### config.mk
export PLATFORM = sky130hd
export DESIGN_NAME = ddr_ring_burst_addr
export DESIGN_NICKNAME = d
export VERILOG_FILES = /design/src/rtl/ddr_ring_pkg.sv /design/src/rtl/ddr_ring_chan.sv /design/src/rtl/ddr_ring_burst_addr.sv
export SDC_FILE = /design/constraint.sdc
export NUM_CORES = 1
export LEC_CHECK = 0
export ABC_AREA = 1
export BUFFER_PORTS_ARGS = -buffer_cell sky130_fd_sc_hd__buf_2
export CAP_MARGIN = 0
export CELL_PAD_IN_SITES_DETAIL_PLACEMENT = 0
export CELL_PAD_IN_SITES_GLOBAL_PLACEMENT = 1
export CORE_MARGIN = 4
export CORE_UTILIZATION = 36
export DETAILED_ROUTE_END_ITERATION = 16
export GPL_TIMING_DRIVEN = 0
export PLACE_DENSITY_LB_ADDON = 0.1
export SETUP_SLACK_MARGIN = 0.05
export SLEW_MARGIN = 25
export SYNTH_ARGS = -nofsm -noshare
export SYNTH_HDL_FRONTEND = slang
export SYNTH_SLANG_ARGS = --single-unit
### constraint.sdc
create_clock -name clkA_addr -period 2.9 [get_ports clkA_addr]
set_clock_uncertainty 0.05 [all_clocks]
set_input_delay 0.87 -clock clkA_addr [delete_from_list [all_inputs] [get_ports clkA_addr]]
set_output_delay 0.87 -clock clkA_addr [all_outputs]
set_load 0.05 [all_outputs]
### src/rtl/ddr_ring_pkg.sv
// rtl/ddr_ring_pkg.sv - shared types and width helpers for the DDR burst ring sequencer
package ddr_ring_pkg;

    typedef enum logic [1:0] {
        ST_IDLE  = 2'd0,
        ST_PEND  = 2'd1,
        ST_ISSUE = 2'd2
    } chan_state_t;

    function automatic int ptr_width(input int n_bursts);
        return (n_bursts <= 1) ? 1 : $clog2(n_bursts);
    endfunction

    function automatic int lvl_width(input int n_bursts);
        return $clog2(n_bursts + 1);
    endfunction

    function automatic int burst_bytes(input int words, input int word_bytes);
        return words * word_bytes;
    endfunction

    // Widths for the default 1024-burst ring; instances derive their own from the helpers
    localparam int PTR_W = ptr_width(1024);
    localparam int LVL_W = lvl_width(1024);

endpackage

### src/rtl/ddr_ring_chan.sv
// rtl/ddr_ring_chan.sv - one ring direction: request FSM, burst pointer, address register, sticky error
module ddr_ring_chan
    import ddr_ring_pkg::*;
#(
    parameter int ADDR_W        = 30,
    parameter int BASE_ADDR     = 0,
    parameter int REGION_BURSTS = 1024,
    parameter int BURST_BYTES   = 128
) (
    input  logic              clkA_addr,
    input  logic              addr_rstA_wr,
    input  logic              i_sync_clr,
    input  logic              i_req,
    input  logic              i_can_accept,
    input  logic              i_cmd_full,
    output logic              o_ready,
    output logic              o_cmd_en,
    output logic [ADDR_W-1:0] o_cmd_addr,
    output logic              o_done,
    output logic              o_err
);

    localparam int PW = ptr_width(REGION_BURSTS);
    localparam logic [PW-1:0]     PTR_LAST = PW'(REGION_BURSTS - 1);
    localparam logic [ADDR_W-1:0] ADDR_0   = ADDR_W'(BASE_ADDR);
    localparam logic [ADDR_W-1:0] ADDR_INC = ADDR_W'(BURST_BYTES);

    chan_state_t       r_state;
    chan_state_t       w_state_nxt;
    logic [PW-1:0]     r_ptr;
    logic [ADDR_W-1:0] r_addr;
    logic              r_err;
    logic              w_leave;

    always_ff @(posedge clkA_addr or posedge addr_rstA_wr) begin
        if (addr_rstA_wr) begin
            r_state <= ST_IDLE;
        end else if (i_sync_clr) begin
            r_state <= ST_IDLE;
        end else begin
            r_state <= w_state_nxt;
        end
    end

    always_comb begin
        w_state_nxt = r_state;
        case (r_state)
            ST_IDLE:  if (i_req && o_ready) w_state_nxt = ST_PEND;
            ST_PEND:  if (!i_cmd_full) w_state_nxt = ST_ISSUE;
            ST_ISSUE: w_state_nxt = ST_IDLE;
            default:  w_state_nxt = ST_IDLE;
        endcase
    end

    // sync_clr masks the issue cycle so a cleared burst is neither sent nor counted
    always_comb begin
        o_ready  = 1'b0;
        w_leave  = 1'b0;
        o_ready  = (r_state == ST_IDLE) && i_can_accept;
        w_leave  = (r_state == ST_ISSUE) && !i_sync_clr;
        o_cmd_en = w_leave;
        o_done   = w_leave;
    end

    always_ff @(posedge clkA_addr or posedge addr_rstA_wr) begin
        if (addr_rstA_wr) begin
            r_ptr  <= '0;
            r_addr <= ADDR_0;
            r_err  <= 1'b0;
        end else if (i_sync_clr) begin
            r_ptr  <= '0;
            r_addr <= ADDR_0;
            r_err  <= 1'b0;
        end else begin
            // Address tracks the pointer incrementally, reloading the base on wrap
            if (w_leave) begin
                if (r_ptr == PTR_LAST) begin
                    r_ptr  <= '0;
                    r_addr <= ADDR_0;
                end else begin
                    r_ptr  <= r_ptr + 1'b1;
                    r_addr <= r_addr + ADDR_INC;
                end
            end
            if (i_req && !o_ready) begin
                r_err <= 1'b1;
            end
        end
    end

    assign o_cmd_addr = r_addr;
    assign o_err      = r_err;

endmodule

### src/rtl/ddr_ring_burst_addr.sv
// rtl/ddr_ring_burst_addr.sv - ring-buffer burst address sequencer for the MCB write/read command ports
module ddr_ring_burst_addr
    import ddr_ring_pkg::*;
#(
    parameter int ADDR_W        = 30,
    parameter int BURST_WORDS   = 32,
    parameter int WORD_BYTES    = 4,
    parameter int BASE_ADDR     = 0,
    parameter int REGION_BURSTS = 1024
) (
    input  logic                                clkA_addr,
    input  logic                                addr_rstA_wr,
    input  logic                                i_sync_clr,
    input  logic                                i_wr_req,
    output logic                                o_wr_ready,
    input  logic                                i_rd_req,
    output logic                                o_rd_ready,
    output logic                                o_wr_cmd_en,
    output logic                                o_rd_cmd_en,
    output logic [ADDR_W-1:0]                   o_wr_cmd_addr,
    output logic [ADDR_W-1:0]                   o_rd_cmd_addr,
    input  logic                                i_wr_cmd_full,
    input  logic                                i_rd_cmd_full,
    output logic [5:0]                          o_cmd_bl,
    output logic [lvl_width(REGION_BURSTS)-1:0] o_level,
    output logic                                o_full,
    output logic                                o_empty,
    output logic                                o_wr_ovf,
    output logic                                o_rd_unf
);

    localparam int LW = lvl_width(REGION_BURSTS);
    localparam int BB = burst_bytes(BURST_WORDS, WORD_BYTES);
    localparam logic [LW-1:0] LVL_MAX = LW'(REGION_BURSTS);

    if (BURST_WORDS < 1 || BURST_WORDS > 64) begin : g_bad_burst
        $error("BURST_WORDS must be 1..64");
    end
    if (REGION_BURSTS < 1) begin : g_bad_region
        $error("REGION_BURSTS must be at least 1");
    end
    if ((longint'(BASE_ADDR) % longint'(BB)) != 0) begin : g_bad_align
        $error("BASE_ADDR must be burst aligned");
    end
    if (longint'(BASE_ADDR) + longint'(REGION_BURSTS) * longint'(BB) > (longint'(1) << ADDR_W)) begin : g_bad_span
        $error("ring region exceeds the MCB address space");
    end

    logic [LW-1:0] r_level;
    logic          w_wr_done;
    logic          w_rd_done;
    logic          w_wr_can;
    logic          w_rd_can;

    assign w_wr_can = (r_level < LVL_MAX);
    assign w_rd_can = (r_level != '0);

    ddr_ring_chan #(
        .ADDR_W(ADDR_W), .BASE_ADDR(BASE_ADDR), .REGION_BURSTS(REGION_BURSTS), .BURST_BYTES(BB)
    ) u_wr_chan (
        .clkA_addr(clkA_addr), .addr_rstA_wr(addr_rstA_wr), .i_sync_clr(i_sync_clr),
        .i_req(i_wr_req), .i_can_accept(w_wr_can), .i_cmd_full(i_wr_cmd_full),
        .o_ready(o_wr_ready), .o_cmd_en(o_wr_cmd_en), .o_cmd_addr(o_wr_cmd_addr),
        .o_done(w_wr_done), .o_err(o_wr_ovf)
    );

    ddr_ring_chan #(
        .ADDR_W(ADDR_W), .BASE_ADDR(BASE_ADDR), .REGION_BURSTS(REGION_BURSTS), .BURST_BYTES(BB)
    ) u_rd_chan (
        .clkA_addr(clkA_addr), .addr_rstA_wr(addr_rstA_wr), .i_sync_clr(i_sync_clr),
        .i_req(i_rd_req), .i_can_accept(w_rd_can), .i_cmd_full(i_rd_cmd_full),
        .o_ready(o_rd_ready), .o_cmd_en(o_rd_cmd_en), .o_cmd_addr(o_rd_cmd_addr),
        .o_done(w_rd_done), .o_err(o_rd_unf)
    );

    // One outstanding command per direction keeps level within 0..REGION_BURSTS
    always_ff @(posedge clkA_addr or posedge addr_rstA_wr) begin
        if (addr_rstA_wr) begin
            r_level <= '0;
        end else if (i_sync_clr) begin
            r_level <= '0;
        end else if (w_wr_done && !w_rd_done) begin
            r_level <= r_level + 1'b1;
        end else if (w_rd_done && !w_wr_done) begin
            r_level <= r_level - 1'b1;
        end
    end

    assign o_cmd_bl = 6'(BURST_WORDS - 1);
    assign o_level  = r_level;
    assign o_full   = (r_level == LVL_MAX);
    assign o_empty  = (r_level == '0);

endmodule

==> results of run 1 <==
-- report_power, final --
part / switching, uW / internal [uW] / total (uW) / leakage (uW)
logic: 1000 / 423 / 1420 / 0.00192
clock network: 508 / 779 / 1290 / 0.000155
registers: 85.3 / 1230 / 1310 / 0.00114
-- per-layer routing --
layer	vias to the layer above	part of all wire
li1	2520	-
met1	2183	0.50
met2	88	0.44
met3	15	0.042
met4	0	0.016
met5	-	0
-- cell type report --
cell class	instances	area [um^2]
Buffer	31	223
Clock buffer	10	239
Clock inverter	6	88.8
Fill cell	1537	8170
Inverter	79	300
Multi-Input combinational cell	565	2810
Sequential cell	83	2080
Tap cell	184	230
Timing Repair Buffer	72	390
-- through the flow --
step / util / worst slack (ns)
6_report: 0.438 / 0.323
5_1_grt: 0.438 / 0.126
4_1_cts: 0.438 / 0.299
3_5_place_dp: 0.415 / 0.244
3_3_place_gp: 0.412 / 0.230
2_1_floorplan: - / 0.0675
-- critical path: stages (launching register included) --
cell     delay, ns
dfrtp_1       0.41
or2_2         0.32
nor4_2        0.27
buf_2         0.31
-- cell usage in the layout (no fill, tap or decap), drive strengths merged, types with 10 or more instances in the layout --
| cell type | n |
|---|---|
| buf | 103 |
| xor2 | 26 |
| nand3 | 55 |
| clkbuf | 10 |
| conb | 20 |
| nand2 | 257 |
| dfrtp | 83 |
| o21ai | 51 |
| nor2 | 84 |
| inv | 78 |
| ha | 14 |
-- worst max-delay path by stage --
stage / from / endpoint / slack, ns / cells past startpoint
floorplan: o_level[8] / o_full / 0.07 / 2
global placement: i_sync_clr / o_level[8] / 0.23 / 11
detailed placement: i_sync_clr / o_level[8] / 0.24 / 11
CTS: o_level[0] / o_full / 0.30 / 4
global route: o_level[0] / o_rd_ready / 0.13 / 7
finish: o_level[8] / o_full / 0.32 / 3
-- logic make-up after synthesis --
| logic type | count (synthesis) | synth area share |
|---|---|---|
| AO/OA/AOI/OAI | 79 | 0.0844 |
| XOR/XNOR | 33 | 0.0542 |
| adder cells (fa/ha/maj) | 15 | 0.0366 |
| buffers and inverters | 110 | 0.0973 |
| flip-flops | 83 | 0.389 |
| other | 2 | 0.00141 |
| AND/OR/NAND/NOR | 418 | 0.337 |
-- sequential cells by signal, indices dropped and copies added, names as in the netlist --
register              flops
u_rd_chan.o_cmd_addr     23
u_wr_chan.o_cmd_addr     23
o_level                  11
u_rd_chan.r_ptr          10
u_wr_chan.r_ptr          10
u_rd_chan.r_state         2
u_wr_chan.r_state         2
u_rd_chan.o_err           1
u_wr_chan.o_err           1
==> metrics, run 1 <==
DR WL/cell 13.2 um; Design Power between 4000 and 5000 uW; post-layout min period between 2 and 3 ns; reg2reg start u_wr_chan.r_state[0]; gpl congestion about 0.81; leak pwr around 0.0032 uW; Vias per Instance about 4.7; unrepaired setup endpoints after global routing no; initial antenna violation count 0; Mean Syn Cell Area approximately 7.2 um^2; critical hold path startpoint u_rd_chan.o_err; max cap viols 0; area delta synth->final 19.2%; top cells by count, synth nand2_1, dfrtp_1, nor2_1; relative slew slack 0.529; crit path max fanout 4; reg2reg setup slack a little over 0.6 ns; Seq/Total Area, Yosys 0.389; CTS root buf clkbuf_16; first-pass iteration count of the detailed router 4; CTS clock-pin slew for the worst setup and hold paths roughly 0.070 ns; synthesized cell area approximately 5300 um^2; share of the synthesized area in the top cell type 0.389; Clk Latency, worst-skew pair ~0.34 ns; H-tree levels 3; port bufs 70; EDFF count, synth 0; initial core utilization 0.367; top post-synthesis cells by area dfrtp_1, nand2_1, nor2_1; met2 Use GR 0.257; Most used DFF post-synth dfrtp_1; deepest clock path buffer count 2; CP Class flop to primary output; Congestion Overflow GR 0; Num CTS Buffers 9; Post-Synthesis Cells 740; first-pass GRT wire length approximately 23000 um; FF-to-FF path depth 12; GRT Max-Usage Layer met2; Data required, critical path 1.98 ns; final antenna diode count 0; number of global-route vias before repair between 4000 and 5000; Post-Place Cell Area slightly above 6000 um^2; antenna viol nets, final 0; Peak VDD IR 0.377 mV; layout cells sized above 1 0.181; overall routed net length 13600 um; drt drc 0; worst-margin pin slew just over 0.7 ns; GRT Overall Usage 0.169; Final Max Tran Viols 0; routed vias a little under 5000; Power per Cell Area 633 nW/um^2; largest net degree at the start of global routing 30; Hold-fix buffers, CTS 0; status completed; Worst EP arrival about 1.7 ns; met1 GRT Util 0.247; met3 usage 0.0233; hold crit path type flop to flop; setup violators final 0; CTS tree yes; f_max ~390 MHz; Synth Warn # 0; dominant cell type by area after synthesis dfrtp_1; NumNets Final about 860; Worst Hold End u_rd_chan.o_err; PostCTS Resize Cnt 0; die width approximately 130 um; post-CTS setup buffers 0; Die Ht between 100 and 150 um; period utilization 0.889; num rows 44; FF+latch count, synth 83; Final TNS setup 0 ns; final instance area ~6400 um^2; final non-filler cell total roughly 1000; Post-synth ARST share 1.00; die area roughly 17000 um^2; Worst setup EP type primary output; top-level I/O count 92; CORE AREA between 10000 and 15000 um^2; Startpoint Class flop; hold slack final between 0.4 and 0.5 ns; top-count cell post-synth nand2_1; placed insts between 1000 and 1500; dpl hpwl ~10000 um; hold path depth 2; First DRT Iteration DRCs approximately 230; Yosys cell types 38; clock sinks 83; Fin. Hold Viols 0; r2r endpoint o_level[8]
No activity file was read; power rests on OpenSTA's default activity.
==> run 2: changes to the inputs <==
Settings changed: ABC_AREA 1 to not set.
==> metrics, run 2 <==
status completed; First DRT Iteration DRCs 250; most frequent cells in the layout buf_2, dfrtp_1, o21ai_1; final antenna diode count 0; Yosys cell types 67; max cap viols 0; post-layout min period approximately 2.9 ns; deepest clock path buffer count 2; Buf+Inv Stages, Crit Path 2; initial antenna violation count 0; leak pwr between 0.002 and 0.003 uW; Clk Latency, worst-skew pair approximately 0.34 ns; number of global-route vias before repair between 4000 and 5000; top-level I/O count just over 90; dpl hpwl 9280 um; Synth Warn # 0; initial core utilization 0.370; port bufs 70; CTS tree yes; dominant cell type by area after synthesis dfrtp_1; top post-synthesis cells by area dfrtp_1, o21ai_1, o21ai_0; cell chain of the critical path or4_4, nor4_4, or3_1, inv_1, buf_6; Die Ht about 130 um; CTS clock-pin slew for the worst setup and hold paths around 0.06 ns; share of the synthesized area in the top cell type 0.420; Startpoint Class flop; overall routed net length around 13000 um; Post-Place Cell Area 5780 um^2; gpl congestion slightly above 0.8; largest net degree at the start of global routing 25; GRT Overall Usage 0.168; CORE AREA 13300 um^2; H-tree levels 3; Seq/Total Area, Yosys 0.420; num rows 42; FF+latch count, synth 83; Post-synth ARST share 1.00; crit path max fanout 4; Critical Path Max Stage Delay between 0.5 and 0.6 ns; final instance area 6170 um^2; hold slack final around 0.43 ns; relative slew slack 0.606; Vias per Instance roughly 5.4; Fin. Hold Viols 0; Peak VDD IR approximately 0.27 mV; synthesized cell area around 4900 um^2; NumNets Final between 600 and 700; period utilization 0.984; clock sinks 83; Data required, critical path 1.98 ns; drt drc 0; Top delay family on crit path simple AND/OR/NAND/NOR gates; slowest stage cell, crit path or4_4; Final Max Tran Viols 0; die width about 130 um; Mean Syn Cell Area about 9.3 um^2; hold crit path type flop to flop; setup violators final 0; Worst setup EP type primary output; Congestion Overflow GR 0; first-pass iteration count of the detailed router 5; EDFF count, synth 0; Power per Cell Area between 600 and 700 nW/um^2; top cells by count, synth dfrtp_1, o21ai_1, nand2_1; CTS root buf clkbuf_16; Most used DFF post-synth dfrtp_1; routed vias between 4000 and 5000; top-count cell post-synth dfrtp_1; CP Class flop to primary output; Hold-fix buffers, CTS 0; first-pass GRT wire length about 22000 um; worst-margin pin slew 0.592 ns; DR WL/cell 15.7 um; Post-Synthesis Cells around 530; layout cells sized above 1 0.276; die area approximately 16000 um^2; commonest non-fill, non-tap cell in the layout buf_2; Worst EP arrival 1.93 ns; antenna viol nets, final 0; Num CTS Buffers 9; unrepaired setup endpoints after global routing yes; f_max roughly 350 MHz; area delta synth->final 24.8%; Design Power slightly below 4000 uW
run 2: cell types whose count changed in the layout (fill, tap and decap cells not counted), moves of 7 or more:
cell	before	now
xor2_1	26	10
o21ai_0	44	37
a31oi_1	1	21
a22o_1	1	9
a21o_1	0	9
o22ai_1	8	0
nand4_1	8	23
nor2_1	76	38
inv_1	74	8
o21ai_1	3	54
nand3_1	49	24
buf_4	22	34
nand2_1	249	42
o31ai_1	0	7
run 2: final timing paths:
kind,start,to,slack (ns),cells past startpoint
worst min register to register,u_rd_chan.o_cmd_addr[29],u_rd_chan.o_cmd_addr[29],0.43,1
max in group asynchronous,addr_rstA_wr,u_rd_chan.o_err,1.41,5
min in group asynchronous,addr_rstA_wr,u_rd_chan.o_cmd_addr[28],0.53,2
worst max register to register,u_wr_chan.r_state[0],o_level[10],0.26,9
worst max-delay path,o_level[8],o_rd_ready,0.05,5
worst min-delay path,u_rd_chan.o_cmd_addr[29],u_rd_chan.o_cmd_addr[29],0.43,1
run 2: worst reg2reg max path, cell delays in order (launching register included):
cell	delay, ns
dfrtp_1	0.42
nand2b_2	0.26
nor2_4	0.19
nand2_8	0.14
fa_2	0.41
a21o_1	0.21
a221oi_4	0.35
o31ai_1	0.14
nor4_1	0.31
nor3_2	0.06
run 2: layer usage:
layer  GRT usage  wire, um
met5           0         0
met4      0.0542       193
met3      0.0320       456
met2       0.267      6000
met1       0.233      6310
run 2: power breakdown:
group          internal (uW)  switching, uW  leakage, uW  total [uW]
sequential              1220           71.5      0.00114        1290
combinational            560            816      0.00168        1380
clock                    710            471     0.000146        1180
total                   2490           1360      0.00297        3850
run 2: timing repair:
action                     in CTS  in global routing
gates resized for setup         5                  5
pin swaps                       3                  4
setup endpoints to repair       2                  4
setup buffers                   4                  5
run 2: final cells by class:
type	count	area (um^2)
clock inverter	2	35.0
multi-input combinational	413	2710
buffer	45	317
sequential	83	2080
timing repair buffer	82	502
tap	176	220
inverter	10	41.3
clock buffer	13	260
fill	1343	7180
run 2: kinds of logic (layout without fill, tap and decap cells):
logic type | after synthesis | count (layout) | synth area share
xor gates and xnor gates | 18 | 18 | 0.0334
and+or+nand+nor | 189 | 189 | 0.221
DFF | 83 | 83 | 0.420
buffers and inverters | 55 | 152 | 0.0681
adders and majority gates | 15 | 15 | 0.0395
AOI/OAI and AO/OA | 171 | 171 | 0.216
other | 2 | 20 | 0.00152
run 2: per-stage QoR:
| stage | util | setup TNS, ns | worst slack (ns) | std cells |
|---|---|---|---|---|
| after CTS | 0.458 | 0 | 0.00917 | 819 |
| after global placement | 0.427 | -0.496 | -0.216 | 797 |
| after detailed placement | 0.433 | -0.435 | -0.199 | 800 |
| after floorplan | - | -1.25 | -0.303 | 551 |
| after global routing | 0.462 | -0.0234 | -0.0234 | 824 |
| final | 0.462 | 0 | 0.0463 | 824 |
